File: src/rtl/alu_exec_q.sv
// RV32I integer execute unit with an epoch-aware, in-order result queue.
// One uop is computed per accepted request; dead (wrong-path) results drain without writeback.
package alu_exec_q_pkg;
    localparam int EPOCH_W = 2;
    localparam int ROB_W   = 6;
    localparam int PHYS_W  = 7;

    localparam logic [1:0] SRC_RS1  = 2'd0;
    localparam logic [1:0] SRC_PC   = 2'd1;
    localparam logic [1:0] SRC_ZERO = 2'd2;
    localparam logic [1:0] SRC_RS2  = 2'd0;
    localparam logic [1:0] SRC_IMM  = 2'd1;

    localparam logic [4:0] OP_ADD   = 5'd0;
    localparam logic [4:0] OP_SUB   = 5'd1;
    localparam logic [4:0] OP_AND   = 5'd2;
    localparam logic [4:0] OP_OR    = 5'd3;
    localparam logic [4:0] OP_XOR   = 5'd4;
    localparam logic [4:0] OP_SLL   = 5'd5;
    localparam logic [4:0] OP_SRL   = 5'd6;
    localparam logic [4:0] OP_SRA   = 5'd7;
    localparam logic [4:0] OP_SLT   = 5'd8;
    localparam logic [4:0] OP_SLTU  = 5'd9;
    localparam logic [4:0] OP_ADDI  = 5'd10;
    localparam logic [4:0] OP_ANDI  = 5'd11;
    localparam logic [4:0] OP_ORI   = 5'd12;
    localparam logic [4:0] OP_XORI  = 5'd13;
    localparam logic [4:0] OP_SLLI  = 5'd14;
    localparam logic [4:0] OP_SRLI  = 5'd15;
    localparam logic [4:0] OP_SRAI  = 5'd16;
    localparam logic [4:0] OP_SLTI  = 5'd17;
    localparam logic [4:0] OP_SLTIU = 5'd18;
    localparam logic [4:0] OP_LUI   = 5'd19;
    localparam logic [4:0] OP_AUIPC = 5'd20;

    typedef struct packed {
        logic [4:0]         op;
        logic [1:0]         src1_select;
        logic [1:0]         src2_select;
        logic [31:0]        imm;
        logic [31:0]        pc;
        logic               uses_rd;
        logic [ROB_W-1:0]   rob_idx;
        logic [PHYS_W-1:0]  prd_new;
        logic [EPOCH_W-1:0] epoch;
    } rs_uop_t;
endpackage

module alu_exec_q
    import alu_exec_q_pkg::*;
#(
    parameter int                 DEPTH       = 4,
    parameter logic [EPOCH_W-1:0] RESET_EPOCH = '0
) (
    input  logic                       i_clk,
    input  logic                       i_rst,
    input  logic                       i_req_valid,
    output logic                       o_req_ready,
    input  rs_uop_t                    i_req_uop,
    input  logic [31:0]                i_rs1_val,
    input  logic [31:0]                i_rs2_val,
    input  logic                       i_flush_valid,
    input  logic [EPOCH_W-1:0]         i_flush_epoch,
    output logic                       o_wb_valid,
    input  logic                       i_wb_ready,
    output logic [31:0]                o_wb_pc,
    output logic                       o_wb_uses_rd,
    output logic [ROB_W-1:0]           o_wb_rob_idx,
    output logic [PHYS_W-1:0]          o_wb_prd_new,
    output logic [EPOCH_W-1:0]         o_wb_epoch,
    output logic [31:0]                o_wb_data,
    output logic [$clog2(DEPTH):0]     o_occupancy
);
    localparam int PW = $clog2(DEPTH);
    localparam int CW = PW + 1;
    localparam logic [CW-1:0] DEPTH_C = CW'(DEPTH);

    logic [PW-1:0]      r_head;
    logic [PW-1:0]      r_tail;
    logic [CW-1:0]      r_count;
    logic [EPOCH_W-1:0] r_cur_epoch;
    logic [DEPTH-1:0]   r_valid;
    logic [DEPTH-1:0]   r_dead;

    logic [31:0]        r_data    [DEPTH];
    logic [31:0]        r_pc      [DEPTH];
    logic               r_uses_rd [DEPTH];
    logic [ROB_W-1:0]   r_rob     [DEPTH];
    logic [PHYS_W-1:0]  r_prd     [DEPTH];
    logic [EPOCH_W-1:0] r_epoch   [DEPTH];

    logic [31:0]        w_op_a;
    logic [31:0]        w_op_b;
    logic [31:0]        w_result;
    logic [4:0]         w_sh;
    logic [4:0]         w_shi;
    logic               w_head_live;
    logic               w_pop;
    logic               w_push;
    logic [EPOCH_W-1:0] w_eff_epoch;

    always_comb begin
        w_op_a = '0;
        case (i_req_uop.src1_select)
            SRC_RS1: w_op_a = i_rs1_val;
            SRC_PC:  w_op_a = i_req_uop.pc;
            default: w_op_a = '0;
        endcase
        w_op_b = '0;
        case (i_req_uop.src2_select)
            SRC_RS2: w_op_b = i_rs2_val;
            SRC_IMM: w_op_b = i_req_uop.imm;
            default: w_op_b = '0;
        endcase
    end

    assign w_sh  = w_op_b[4:0];
    assign w_shi = i_req_uop.imm[4:0];

    always_comb begin
        w_result = '0;
        case (i_req_uop.op)
            OP_ADD, OP_ADDI, OP_AUIPC: w_result = w_op_a + w_op_b;
            OP_SUB:                    w_result = w_op_a - w_op_b;
            OP_AND, OP_ANDI:           w_result = w_op_a & w_op_b;
            OP_OR, OP_ORI:             w_result = w_op_a | w_op_b;
            OP_XOR, OP_XORI:           w_result = w_op_a ^ w_op_b;
            OP_SLL:                    w_result = w_op_a << w_sh;
            OP_SRL:                    w_result = w_op_a >> w_sh;
            OP_SRA:                    w_result = 32'($signed(w_op_a) >>> w_sh);
            OP_SLLI:                   w_result = w_op_a << w_shi;
            OP_SRLI:                   w_result = w_op_a >> w_shi;
            OP_SRAI:                   w_result = 32'($signed(w_op_a) >>> w_shi);
            OP_SLT, OP_SLTI:           w_result = {31'd0, $signed(w_op_a) < $signed(w_op_b)};
            OP_SLTU, OP_SLTIU:         w_result = {31'd0, w_op_a < w_op_b};
            OP_LUI:                    w_result = w_op_b;
            default:                   w_result = '0;
        endcase
    end

    // A dead head leaves without waiting for the writeback side.
    assign w_head_live = r_valid[r_head] && !r_dead[r_head];
    assign w_pop       = r_valid[r_head] && (r_dead[r_head] || i_wb_ready);
    assign o_req_ready = (r_count < DEPTH_C) || w_pop;
    assign w_push      = i_req_valid && o_req_ready;
    assign w_eff_epoch = i_flush_valid ? i_flush_epoch : r_cur_epoch;

    always_ff @(posedge i_clk) begin
        if (i_rst) begin
            r_head      <= '0;
            r_tail      <= '0;
            r_count     <= '0;
            r_valid     <= '0;
            r_dead      <= '0;
            r_cur_epoch <= RESET_EPOCH;
        end else begin
            if (i_flush_valid) r_cur_epoch <= i_flush_epoch;
            if (w_pop)  r_head <= r_head + 1'b1;
            if (w_push) r_tail <= r_tail + 1'b1;
            case ({w_push, w_pop})
                2'b10:   r_count <= r_count + 1'b1;
                2'b01:   r_count <= r_count - 1'b1;
                default: r_count <= r_count;
            endcase
            // Later assignments win: a push into the slot being popped (full queue) takes priority.
            for (int i = 0; i < DEPTH; i++) begin
                if (w_pop && r_head == PW'(i)) r_valid[i] <= 1'b0;
                if (i_flush_valid && r_valid[i] && r_epoch[i] != i_flush_epoch) r_dead[i] <= 1'b1;
                if (w_push && r_tail == PW'(i)) begin
                    r_valid[i] <= 1'b1;
                    r_dead[i]  <= (i_req_uop.epoch != w_eff_epoch);
                end
            end
        end
    end

    always_ff @(posedge i_clk) begin
        if (w_push) begin
            r_data[r_tail]    <= w_result;
            r_pc[r_tail]      <= i_req_uop.pc;
            r_uses_rd[r_tail] <= i_req_uop.uses_rd;
            r_rob[r_tail]     <= i_req_uop.rob_idx;
            r_prd[r_tail]     <= i_req_uop.prd_new;
            r_epoch[r_tail]   <= i_req_uop.epoch;
        end
    end

    // Payload reads as zero whenever nothing live is presented.
    assign o_wb_valid   = w_head_live;
    assign o_wb_data    = w_head_live ? r_data[r_head]    : '0;
    assign o_wb_pc      = w_head_live ? r_pc[r_head]      : '0;
    assign o_wb_uses_rd = w_head_live ? r_uses_rd[r_head] : 1'b0;
    assign o_wb_rob_idx = w_head_live ? r_rob[r_head]     : '0;
    assign o_wb_prd_new = w_head_live ? r_prd[r_head]     : '0;
    assign o_wb_epoch   = w_head_live ? r_epoch[r_head]   : '0;
    assign o_occupancy  = r_count;
endmodule

File: config.mk
export PLATFORM = sky130hd
export DESIGN_NAME = alu_exec_q
export DESIGN_NICKNAME = d
export VERILOG_FILES = /design/src/rtl/alu_exec_q.sv
export SDC_FILE = /design/constraint.sdc
export NUM_CORES = 1
export LEC_CHECK = 0
export CORE_MARGIN = 2
export CORE_UTILIZATION = 34
export DETAILED_ROUTE_END_ITERATION = 7
export PLACE_DENSITY = 0.54
export SYNTH_ARGS = -nofsm -noshare
export SYNTH_HDL_FRONTEND = slang
export SYNTH_SLANG_ARGS = --single-unit
File: constraint.sdc
create_clock -name i_clk -period 9.2 [get_ports i_clk]
set_input_delay 0.92 -clock i_clk [delete_from_list [all_inputs] [get_ports i_clk]]
set_output_delay 0.92 -clock i_clk [all_outputs]
set_load 0.03 [all_outputs]
==> results of run 1 <==
## power by group
| part | switching [µW] | internal (µW) | total [µW] | leakage [µW] |
|---|---|---|---|---|
| registers | 53.5 | 1850 | 1900 | 0.00312 |
| clock network | 596 | 869 | 1460 | 0.000585 |
| logic | 1060 | 621 | 1680 | 0.00669 |
| total | 1710 | 3340 | 5050 | 0.0104 |
## logic make-up after synthesis
logic type	after synthesis
AND/OR/NAND/NOR	718
AO/OA/AOI/OAI	656
flip-flops	339
buffers and inverters	294
multiplexers	290
adder cells (fa/ha/maj)	109
XOR/XNOR	26
## how the worst max path moves through the flow
stage | depth (start not counted) | start | endpoint | slack, ns
2_1_floorplan | 19 | i_req_uop[80] | r_data[0][30] | 3.45
3_3_place_gp | 10 | i_req_uop[88] | r_data[2][7] | 2.03
3_5_place_dp | 13 | i_req_uop[82] | r_data[0][21] | 2.64
4_1_cts | 13 | i_req_uop[82] | r_data[3][21] | 3.23
5_1_grt | 14 | i_req_uop[81] | r_data[3][21] | 2.80
6_report | 13 | i_req_uop[82] | r_data[3][21] | 2.91
## registers in the layout, summed over array words and instances (netlist names), named ones only
register / cells
r_uses_rd: 4
r_data: 128
r_tail: 2
r_cur_epoch: 2
r_head: 2
r_prd: 28
r_valid: 4
r_dead: 4
o_occupancy: 3
r_pc: 128
r_epoch: 8
r_rob: 24
## area by class of cell
type	count	area (µm²)	area share
Multi-Input combinational cell	1799	13500	0.462
Clock inverter	21	229	0.00783
Sequential cell	339	10000	0.342
Tap cell	950	1190	0.0407
Clock buffer	46	970	0.0332
Timing Repair Buffer	307	2900	0.0993
Inverter	115	437	0.0149
## critical path, delay by kind of cell
kind            cells  cell delay [ns]
mux                 1             0.31
fa+ha+maj           1             0.50
compound gates      7             2.84
xor+xnor            1             0.09
simple gates        2             1.28
buf+inv             1             0.52
## routing by layer
| layer | wire, µm | vias up | track usage |
|---|---|---|---|
| met5 | 13 | - | 0 |
| met4 | 6270 | 2 | 0.143 |
| met3 | 8050 | 231 | 0.0541 |
| met2 | 47700 | 1057 | 0.438 |
| met1 | 44800 | 10700 | 0.373 |
| li1 | - | 9548 | - |
## stage by stage
stage,std cells,hold slack [ns],utilization,power (µW),instance area (µm²)
after floorplan,2432,0.446,-,2930,24500
after global routing,3577,0.511,0.409,5260,29200
final,3577,0.477,0.409,5050,29200
after global placement,3509,0.469,0.392,3590,28000
after CTS,3577,0.478,0.409,5080,29200
after detailed placement,3510,0.467,0.392,3600,28000
## cell usage after synthesis (15+ instances only)
cell type	count
a31oi_1	30
o21ai_0	115
o221ai_1	28
ha_1	106
a211oi_1	37
buf_1	21
nor3_1	34
clkbuf_1	144
mux2_2	23
a32oi_1	18
xnor2_1	19
a21o_1	24
edfxtp_1	320
mux4_2	93
nand2b_1	16
o211ai_1	29
nand2_1	194
inv_1	114
nor2b_1	90
a221oi_1	23
a21oi_1	203
nand3_1	66
o21bai_1	21
nor2_1	232
nand4_1	15
dfxtp_1	19
a22oi_1	19
mux2i_1	169
==> impl_metrics.tcl, run 1 <==
set metrics [dict create \
    r2r_end "r_pc[1][17]" \
    syn_avg_cell_area_um2 10.1 \
    drt-pass1-iter-count 6 \
    p_leak_uw 0.0104 \
    worst_slew_margin_rel 0.0623 \
    grt_usage 0.281 \
    outcome "finished clean" \
    synthArstFlopShare 0 \
    period_share 0.683 \
    vias 21500 \
    whs_endpoint "r_valid[2]" \
    diodes 0 \
    p_per_area_nw_per_um2 173 \
    synth_top_family_by_area "compound AO/OA/AOI/OAI gates" \
    synthTopCellsByArea "edfxtp_1, mux4_2, mux2i_1" \
    synth_edf_count 320 \
    criticalPathCategory "input pin to register" \
    hold_viol_final 0 \
    nNetsFinal 2868 \
    grt_max_degree 60 \
    root_buffer "clkbuf_16" \
    cpPeakStageDelay_ns 0.97 \
    drtAntennaViolNets 0 \
    rr_worst_depth 7 \
    synth-seq-cells 339 \
    clock-sinks 339 \
    cp-end-kind "register" \
    setup_viol 0 \
    ctsResizeCount 0 \
    final_common_cell "edfxtp_1" \
    synth_fp_nets 2701 \
    cts_hold_buf 0 \
    synthCells 2432 \
    ys_seq_area_frac 0.407 \
    drt-total-wl_mm 107 \
    synth_ff_type "edfxtp_1" \
    fp.dieH_um 273 \
    synth_mux_area_frac 0.168 \
    grt_pass1_vias 21100 \
    synth_xor_area_frac 0.00928 \
    crit_chain "buf_2, mux2i_1, nor2_1, ha_1, a221o_1, a21oi_1, a31oi_1, o41ai_2, a211oi_1, o21ai_0, xnor2_1, a22oi_1, nand3_1" \
    grt_pass1_wl_mm 153 \
    hold_depth 2 \
    syn_area_um2 24500 \
    n_fill_cell 6877 \
    antenna_found_initial 1 \
    cts_tree "built" \
    gp_congestion 1.05 \
    fp-row-count 98 \
    period_needed_ns 6.29 \
    postCtsSetupBuffers 0 \
    numPortBuffers 244 \
    worstMarginPinSlew_ns 1.40 \
    boundaryPins 245 \
    area_delta_synth_final_pct 19.1 \
    start_util 0.343 \
    rr_startpoint "r_head[0]" \
    clock_latency_ns 0.55 \
    ys_types 84 \
    htree_num_levels 2 \
    wl_per_cell_um 29.9 \
    dr.first_iter.drc_count 2459 \
    rrSetupSlack_ns 5.56 \
    crit_path_max_fanout 19 \
    synth-adder-area-share 0.0565 \
    core_um2 71500 \
    hpwlAfterDp_mm 80.3 \
    fmax_mhz 159 \
    worstPathArrival_ns 6.51 \
    vias_per_cell 6.02 \
    die_x_um 273 \
    holdCritPathClass "register to register" \
    fin_skew_ns 0.0267 \
    rsz0062_at_grt "no" \
    yosys.area_share.simple 0.137 \
    hold_start "r_valid[2]" \
    ir_drop_uv 127 \
    dieArea_um2 74400 \
    place_ws_ns 2.64 \
    synth_top_cell_area_share 0.391 \
    start_kind "input pin" \
    yosysWarnings 0 \
    drv_slew 0 \
    synth_compound_area_frac 0.176 \
    final_cell_mix "edfxtp_1, clkdlybuf4s50_1, nor2_1" \
    gr-total-overflow 0 \
    drv_cap 0 \
    crit_required_ns 9.42 \
    clkSlewWorstSetupHoldPaths_ns 0.06 \
    cts_max_path_buffers 3 \
    worst_slack_ns 2.91 \
    tritoncts.num_buffers 37 \
    fin_tns_setup_ns 0 \
    drive_gt1_frac 0.108 \
    critical_path.slowest_cell "nor2_1" \
    drc 0 \
    yosysTopAreaCell "edfxtp_1" \
]
(Power assumes the default switching activity.)
==> run 2: changes to the inputs <==
--- a/config.mk
+++ b/config.mk
@@ -8,7 +8,7 @@
 export CORE_MARGIN = 2
 export CORE_UTILIZATION = 34
 export DETAILED_ROUTE_END_ITERATION = 7
-export PLACE_DENSITY = 0.54
+export PLACE_DENSITY = 0.56
 export SYNTH_ARGS = -nofsm -noshare
 export SYNTH_HDL_FRONTEND = slang
 export SYNTH_SLANG_ARGS = --single-unit
==> constraint.sdc (replaced) <==
create_clock -name i_clk -period 5.5 [get_ports i_clk]
set_input_delay 0.55 -clock i_clk [delete_from_list [all_inputs] [get_ports i_clk]]
set_output_delay 0.55 -clock i_clk [all_outputs]
set_load 0.03 [all_outputs]
==> impl_metrics.tcl, run 2 (synthesis gave the netlist of run 1 again) <==
set metrics [dict create \
    drv_cap 0 \
    crit_chain "clkdlybuf4s50_1, mux2i_1, nor2_1, buf_4, ha_1, buf_4, a21oi_1, o21bai_1, a21oi_1, nor3_1, o21ai_0, buf_4, a21oi_1, a21oi_1, o21ai_0, buf_4, nand4_1" \
    fin_cells 3723 \
    hold_viol_final 0 \
    crit_end "r_data[0][0]" \
    fp.dieH_um 273 \
    gr-total-overflow 0 \
    internal_power_uw 5560 \
    p_per_area_nw_per_um2 279 \
    dr.first_iter.drc_count 2667 \
    crit_path_max_fanout 9 \
    grt_usage 0.292 \
    worstMarginPinSlew_ns 1.15 \
    postCtsSetupBuffers 0 \
    vias 22300 \
    critical_path_depth 17 \
    n_fill_cell 6922 \
    clock_latency_ns 0.56 \
    core_um2 71500 \
    drc 0 \
    cts_tree "built" \
    clkSlewWorstSetupHoldPaths_ns 0.06 \
    worstPathArrival_ns 5.12 \
    power_frac_clock 0.271 \
    fp-row-count 98 \
    drt-pass1-iter-count 6 \
    ir_drop_uv 208 \
    crit_start "i_req_uop[18]" \
    final_cell_mix "edfxtp_1, clkdlybuf4s50_1, nor2_1" \
    wl_per_cell_um 29.9 \
    crit_required_ns 5.75 \
    reg.largest.list "r_data x128, r_pc x128, r_prd x28" \
    rsz0062_at_grt "no" \
    drive_gt1_frac 0.155 \
    numPortBuffers 244 \
    p_leak_uw 0.0111 \
    cpPeakStageDelay_ns 0.58 \
    start_kind "input pin" \
    drtAntennaViolNets 0 \
    grt_pass1_wl_mm 158 \
    outcome "finished clean" \
    tritoncts.num_buffers 36 \
    power_uw 8470 \
    grt.busiest_layer "met2" \
    grt_max_degree 67 \
    htree_num_levels 2 \
    p_seq_frac 0.376 \
    antenna_found_initial 2 \
    final_common_cell "edfxtp_1" \
    holdCritPathClass "register to register" \
    dieArea_um2 74400 \
    setup_viol 0 \
    gr-usage-met1 0.397 \
    die_x_um 273 \
    vias_per_cell 6.00 \
    gp_congestion 1.02 \
    cts_max_path_buffers 3 \
    rr_startpoint "r_head[0]" \
    sw_frac_of_total 0.343 \
    period_needed_ns 4.87 \
    start_util 0.343 \
    r2r_end "o_occupancy[2]" \
    grt_util_met3 0.0459 \
    area_delta_synth_final_pct 23.6 \
    rrSetupSlack_ns 2.02 \
    worst_slew_margin_rel 0.228 \
    hpwlAfterDp_mm 86.8 \
    post-route-util 0.424 \
    drt-total-wl_mm 111 \
    boundaryPins 245 \
    diodes 0 \
    critical_path.slowest_cell "mux2i_1" \
    place_ws_ns 0.0832 \
    drv_slew 0 \
    pwr-share-comb 0.353 \
    nNetsFinal 3015 \
    rr_worst_depth 11 \
    fmax_mhz 205 \
    ctsResizeCount 0 \
    period_share 0.885 \
    root_buffer "clkbuf_16" \
    criticalPathCategory "input pin to register" \
    worst_slack_ns 0.634 \
    use_met2 0.457 \
    cp_top_family "compound AO/OA/AOI/OAI gates" \
    cts_hold_buf 0 \
    power.switching_uw 2910 \
    cp-end-kind "register" \
    fin_skew_ns 0.0368 \
    placedCellCount 3658 \
    clock-sinks 339 \
    grt_pass1_vias 21800 \
    path_buf_inv 5 \
]
==> run 2: cell types whose count changed in the layout (fill, tap and decap cells not counted), sizes merged <==
cell and delta:
clkinvlp +3, clkinv -1, clkbuf +2, bufinv -3, inv -3, clkdlybuf4s18 +1, buf +147
==> run 2: metrics by stage <==
stage | hold WS [ns] | TNS (ns) | instance area [µm²]
finish | 0.491 | 0 | 30300
global placement | 0.475 | -2.58 | 29200
detailed placement | 0.479 | 0 | 29200
CTS | 0.488 | 0 | 30300
global route | 0.507 | 0 | 30300
floorplan | 0.446 | 0 | 24500
==> run 2: power groups by stage <==
stage	clock [µW]	combinational (µW)	sequential, µW
4_1_cts	2350	2950	3190
3_5_place_dp	0	2940	3250
3_3_place_gp	0	2940	3230
2_1_floorplan	0	1700	3210
5_1_grt	2470	3140	3210
6_report	2300	2990	3190
==> run 2: worst min-delay path by stage <==
| stage | endpoint | slack (ns) | cells past startpoint | start |
|---|---|---|---|---|
| 2_1_floorplan | r_valid[2] | 0.45 | 2 | r_valid[2] |
| 3_3_place_gp | r_valid[2] | 0.47 | 2 | r_valid[2] |
| 3_5_place_dp | r_valid[0] | 0.48 | 2 | r_valid[0] |
| 4_1_cts | r_valid[0] | 0.49 | 2 | r_valid[0] |
| 5_1_grt | r_valid[0] | 0.51 | 2 | r_valid[0] |
| 6_report | r_valid[1] | 0.49 | 2 | r_valid[1] |
==> run 2: area by class of cell <==
type                            count  area (µm²)  share of cell area
Clock inverter                     17         139             0.00458
Tap cell                          950        1190              0.0392
Sequential cell                   339       10000               0.330
Inverter                          115         437              0.0144
Timing Repair Buffer              455        4080               0.135
Clock buffer                       48         976              0.0322
Multi-Input combinational cell   1799       13500               0.445
==> run 2: worst min-delay path, stage by stage, from the launching register on <==
cell,delay [ns]
dfxtp_1,0.33
nand2_1,0.06
a21oi_1,0.05
==> run 2: metal layers <==
| metal | share of wire | vias up |
|---|---|---|
| li1 | - | 9847 |
| met1 | 0.43 | 11200 |
| met2 | 0.45 | 1069 |
| met3 | 0.069 | 220 |
| met4 | 0.054 | 2 |
| met5 | 0.00013 | - |
